===== src/rtl/cpu_types_pkg.sv =====
// Shared CPU-side types: RAM word, RAM handshake state, and memory arbiter FSM state.
package cpu_types_pkg;

  typedef logic [31:0] word_t;

  typedef enum logic [1:0] {
    FREE   = 2'd0,
    BUSY   = 2'd1,
    ACCESS = 2'd2,
    ERROR  = 2'd3
  } ramstate_t;

  typedef enum logic [1:0] {
    IDLE  = 2'd0,
    GNT_I = 2'd1,
    GNT_D = 2'd2
  } arb_state_t;

  localparam int unsigned STARVE_LIMIT_DEF = 4;
  localparam int unsigned TIMEOUT_DEF      = 255;

endpackage


===== src/rtl/sat_counter.sv =====
// Unsigned up-counter that saturates at MAX; synchronous clear and reset to zero.
module sat_counter #(
  parameter int unsigned W   = 4,
  parameter int unsigned MAX = 15
) (
  input  logic         CLK,
  input  logic         RST,
  input  logic         clr,
  input  logic         inc,
  output logic [W-1:0] cnt,
  output logic         at_max
);

  localparam logic [W-1:0] MAXV = W'(MAX);

  assign at_max = (cnt == MAXV);

  always_ff @(posedge CLK) begin
    if (RST || clr) begin
      cnt <= '0;
    end else if (inc && !at_max) begin
      cnt <= cnt + 1'b1;
    end
  end

endmodule


===== src/rtl/mem_bus_arbiter.sv =====
// Single-port RAM arbiter between icache fill and dcache fill/writeback.
// Dcache wins by default; a starvation counter forces fetch through, a watchdog aborts hung grants.
module mem_bus_arbiter
  import cpu_types_pkg::*;
#(
  parameter int unsigned STARVE_LIMIT = STARVE_LIMIT_DEF,
  parameter int unsigned TIMEOUT      = TIMEOUT_DEF
) (
  input  logic      CLK,
  input  logic      RST,
  input  logic      iREN,
  input  word_t     iaddr,
  output logic      iwait,
  output word_t     iload,
  input  logic      dREN,
  input  logic      dWEN,
  input  word_t     daddr,
  input  word_t     dstore,
  output logic      dwait,
  output word_t     dload,
  output logic      ramREN,
  output logic      ramWEN,
  output word_t     ramaddr,
  output word_t     ramstore,
  input  word_t     ramload,
  input  ramstate_t ramstate,
  output logic      bus_err
);

  arb_state_t state, cur;
  logic       dreq, access, rerr, req_gnt, fin;
  logic       go_d, go_i;
  logic       starve_clr, starve_inc, starve_max;
  logic       wd_clr, wd_inc, wd_max;
  logic [3:0] starve_cnt;
  logic [7:0] wd_cnt;
  logic       unused_cnt;

  assign dreq    = dREN | dWEN;
  assign access  = (ramstate == ACCESS);
  assign rerr    = (ramstate == ERROR);
  assign req_gnt = (state == GNT_I) ? iREN : dreq;
  assign fin     = access | rerr | wd_max;

  // Reset masks the grant immediately so no strobe or completion leaks out mid-transaction.
  assign cur = RST ? IDLE : state;

  // A starved icache only blocks the dcache while it is actually still asking.
  assign go_d = dreq && (!starve_max || !iREN);
  assign go_i = !go_d && iREN;

  assign starve_clr = (state == IDLE) && go_i;
  assign starve_inc = (state == IDLE) && go_d && iREN;
  assign wd_clr     = (state == IDLE);
  assign wd_inc     = (state != IDLE) && !access && !rerr;

  sat_counter #(.W(4), .MAX(STARVE_LIMIT)) u_starve (
    .CLK    (CLK),
    .RST    (RST),
    .clr    (starve_clr),
    .inc    (starve_inc),
    .cnt    (starve_cnt),
    .at_max (starve_max)
  );

  sat_counter #(.W(8), .MAX(TIMEOUT - 1)) u_wd (
    .CLK    (CLK),
    .RST    (RST),
    .clr    (wd_clr),
    .inc    (wd_inc),
    .cnt    (wd_cnt),
    .at_max (wd_max)
  );

  // Raw counts are kept for observation only; decisions use the max flags.
  assign unused_cnt = ^{starve_cnt, wd_cnt};

  always_ff @(posedge CLK) begin
    if (RST) begin
      state   <= IDLE;
      bus_err <= 1'b0;
    end else begin
      bus_err <= 1'b0;
      case (state)
        IDLE: begin
          if (go_d) begin
            state <= GNT_D;
          end else if (go_i) begin
            state <= GNT_I;
          end
        end
        GNT_I, GNT_D: begin
          if (access || rerr || !req_gnt || wd_max) begin
            state   <= IDLE;
            bus_err <= !access && (rerr || (req_gnt && wd_max));
          end
        end
        default: state <= IDLE;
      endcase
    end
  end

  assign iload = ramload;
  assign dload = ramload;

  always_comb begin
    ramREN   = 1'b0;
    ramWEN   = 1'b0;
    ramaddr  = '0;
    ramstore = '0;
    iwait    = iREN;
    dwait    = dreq;
    case (cur)
      GNT_I: begin
        ramaddr = iaddr;
        ramREN  = iREN;
        iwait   = iREN & ~fin;
      end
      GNT_D: begin
        ramaddr  = daddr;
        ramstore = dstore;
        ramWEN   = dWEN;
        ramREN   = dREN & ~dWEN;
        dwait    = dreq & ~fin;
      end
      default: ;
    endcase
  end

endmodule

===== config.mk =====
export PLATFORM = sky130hd
export DESIGN_NAME = mem_bus_arbiter
export DESIGN_NICKNAME = d
export VERILOG_FILES = /design/src/rtl/cpu_types_pkg.sv /design/src/rtl/sat_counter.sv /design/src/rtl/mem_bus_arbiter.sv
export SDC_FILE = /design/constraint.sdc
export NUM_CORES = 1
export LEC_CHECK = 0
export CAP_MARGIN = 20
export CORE_AREA = 3 3 102 104
export CTS_CLUSTER_SIZE = 40
export DETAILED_ROUTE_END_ITERATION = 8
export DIE_AREA = 0 0 105 107
export GPL_TIMING_DRIVEN = 1
export PLACE_DENSITY = 0.7
export SETUP_SLACK_MARGIN = 0.2
export SLEW_MARGIN = 0
export SYNTH_ARGS = -nofsm -noshare
export SYNTH_HDL_FRONTEND = slang
export SYNTH_HIERARCHICAL = 1
export SYNTH_SLANG_ARGS = --single-unit
export TNS_END_PERCENT = 1

===== constraint.sdc =====
create_clock -name CLK -period 2.15 [get_ports CLK]
set_input_delay 0.215 -clock CLK [delete_from_list [all_inputs] [get_ports CLK]]
set_output_delay 0.215 -clock CLK [all_outputs]
set_load 0.005 [all_outputs]

==> results.py <==
metrics = {
    "run_status": {
        "status": "complete, no violations",
    },
    "global_route": {
        "antenna_found_initial": 0,
        "grt_pass1_wl_um": 12700,
        "track_usage_pct": 14.0,
        "grt_start_max_net_pins": 33,
        "grt_pass1_vias": 2562,
        "grt_remaining_overflow": 0,
    },
    "floorplan": {
        "start_util_pct": 21.6,
        "die_area_um2": 11200,
        "pin_count": 268,
        "die_w_um": 105,
        "die_h_um": 107,
        "coreArea_um2": 9640,
        "placementRows": 36,
    },
    "cells_and_area": {
        "finalInstanceArea_um2": 3830,
        "final_layout_size_suffix_gt1_share_pct": 15.0,
        "diodes": 0,
        "syn_to_final_growth_pct": 84.3,
        "fillers": 976,
        "nNetsFinal": 552,
    },
    "worst_setup_path": {
        "worst-setup-path-type": "in -> out",
        "rr_startpoint": "u_wd/cnt[0]$_SDFFE_PP0P_",
        "path_max_fanout": 17,
        "crit_end": "ramaddr[20]",
        "worstSetupStartpointType": "input port",
        "cp.arrival_ns": 1.91,
        "critPathRequiredTime_ns": 1.93,
        "ff2ff_setup_slack_ns": 0.18,
        "rr_endpoint": "state[1]$_SDFFE_PP0P_",
        "end_kind": "output port",
        "r2r_cells": 10,
        "startpoint": "RST",
    },
    "sta": {
        "fin_tns_setup_ns": 0,
        "min_period_ns": 2.12,
        "finalClockSkew_ns": 0.00454,
        "fmax_mhz": 471,
        "fin_crit_sh_pct": 98.8,
        "hold_viol_final": 0,
        "setup_viol": 0,
        "slew_viol_final": 0,
        "whs_ns": 0.430,
        "maxSlewHeadroom_pct": 62.9,
        "rsz0062_at_grt": "yes",
        "worstMarginPinSlew_ns": 0.552,
    },
    "place": {
        "dp_hpwl_um": 6520,
        "port-buffer-count": 171,
        "place_area_um2": 3590,
        "globalplace.congestion": 0.819,
    },
    "worst_hold_path": {
        "whs_path_depth": 0,
        "hold_class": "in -> out",
    },
    "synthesis": {
        "synth_seq_area_share_pct": 14.4,
        "syn_area_per_cell_um2": 7.17,
        "yosysMostFrequentCell": "buf_4",
        "synth_ff_type": "dfxtp_1",
        "synth_edf_count": 0,
        "synthCells": 290,
        "netlist_area_um2": 2080,
        "ys_warn_count": 6,
        "ys_types": 50,
        "synth_top_cell_by_area": "buf_4",
        "yosys.area.top_type_share_pct": 23.5,
        "postSynth.asyncResetShare_pct": 0,
        "synth_common_cells": "buf_4, nor2_1, and2_1",
        "ys_seq_elements": 15,
        "netlist_top_cells_area": "buf_4, dfxtp_1, a22oi_1, and2_1, nor2_1",
        "synth_nets": 433,
    },
    "drt": {
        "drc": 0,
        "wl_per_cell_um": 15.6,
        "vias": 2428,
        "routed_via_density": 4.49,
        "routed_wl_um": 8420,
        "dr.pass1.iters": 4,
        "drt_iter0_markers": 97,
        "postRouteAntennaNets": 0,
    },
    "clock_network": {
        "cts_root_buffer": "clkbuf_8",
        "cts_tree": "built",
        "numCtsBuffers": 3,
        "clkSinkCount": 15,
        "clockBufferDepth": 2,
        "holdBufCountCts": 0,
        "ctsHtreeMaxLevel": 1,
        "clk_latency_ns": 0.25,
    },
    "power_and_ir_drop": {
        "total_power_mw": 1.08,
        "ir_worst_vdd_uv": 152,
        "p_leak_nw": 1.39,
        "powerDensity_nw_per_um2": 282,
    },
    "job": {
        "drv_cap": 0,
    },
}
==> cell usage in the layout, fill, tap and decap left out, types with 4 or more instances in the layout <==
cell type,count
clkdlybuf4s50_1,163
nor2_1,35
and2_1,34
a22oi_1,32
buf_4,14
dfxtp_1,12
nand2_1,9
inv_1,8
nand3_1,6
inv_2,5
ha_1,5
dlygate4sd2_1,5
buf_12,4
==> cells by family after synthesis <==
logic type / count (synthesis) / share of synthesized area [%]
fa+ha+maj: 8 / 4.81
flops: 15 / 14.4
simple gates: 111 / 29.2
compound gates: 60 / 21.5
mux: 3 / 1.44
buf+inv: 93 / 28.6
==> worst max-delay path: stages <==
cell	delay (ns)
dlygate4sd2_1	0.31
nand2b_4	0.19
inv_1	0.09
ha_4	0.20
buf_8	0.17
a22oi_1	0.08
nor2_1	0.12
clkdlybuf4s50_1	0.52
==> sequential cells by signal, summed over array words and instances, names as in the netlist <==
signal and count:
u_wd/cnt 8, u_starve/cnt 4, state 2, bus_err 1
==> timing repair <==
action,CTS,global route
setup endpoints to repair,70,72
setup buffers,2,0
pin swaps,9,6
resized for setup,35,14
gates cloned,2,0
==> final cells by class <==
type | count | area, µm² | share of cell area (%)
Multi-Input combinational cell | 182 | 1300 | 33.8
Tap cell | 133 | 166 | 4.34
Clock buffer | 3 | 41.3 | 1.08
Clock inverter | 1 | 5.00 | 0.131
Sequential cell | 15 | 304 | 7.93
Inverter | 13 | 48.8 | 1.27
Timing Repair Buffer | 194 | 1970 | 51.5
==> per-layer routing <==
metal,track usage (%),wire length [µm]
met1,15.4,3140
met2,25.0,4450
met3,3.97,647
met4,6.00,189
met5,0,0
==> worst min path at each step <==
stage                          to        start  slack, ns
2_1_floorplan  bus_err$_SDFF_PP0_          RST       0.29
3_3_place_gp            dload[16]  ramload[16]       0.43
3_5_place_dp            dload[16]  ramload[16]       0.43
4_1_cts                 dload[16]  ramload[16]       0.43
5_1_grt                 iload[14]  ramload[14]       0.43
6_report                dload[10]  ramload[10]       0.43
==> metrics by stage <==
| step | utilization (%) | std cells | setup slack, ns |
|---|---|---|---|
| 5_1_grt | 39.8 | 541 | -0.0877 |
| 3_3_place_gp | 37.3 | 533 | -0.230 |
| 3_5_place_dp | 37.3 | 533 | -0.307 |
| 6_report | 39.8 | 541 | 0.0253 |
| 2_1_floorplan | - | 290 | 0.305 |
| 4_1_cts | 39.3 | 541 | -0.0151 |
==> report_power, final <==
part	total, mW	switching [mW]	internal (mW)
logic	0.550	0.201	0.349
registers	0.294	0.00764	0.287
clock network	0.238	0.110	0.129
Power figures use the tool's default switching activity.
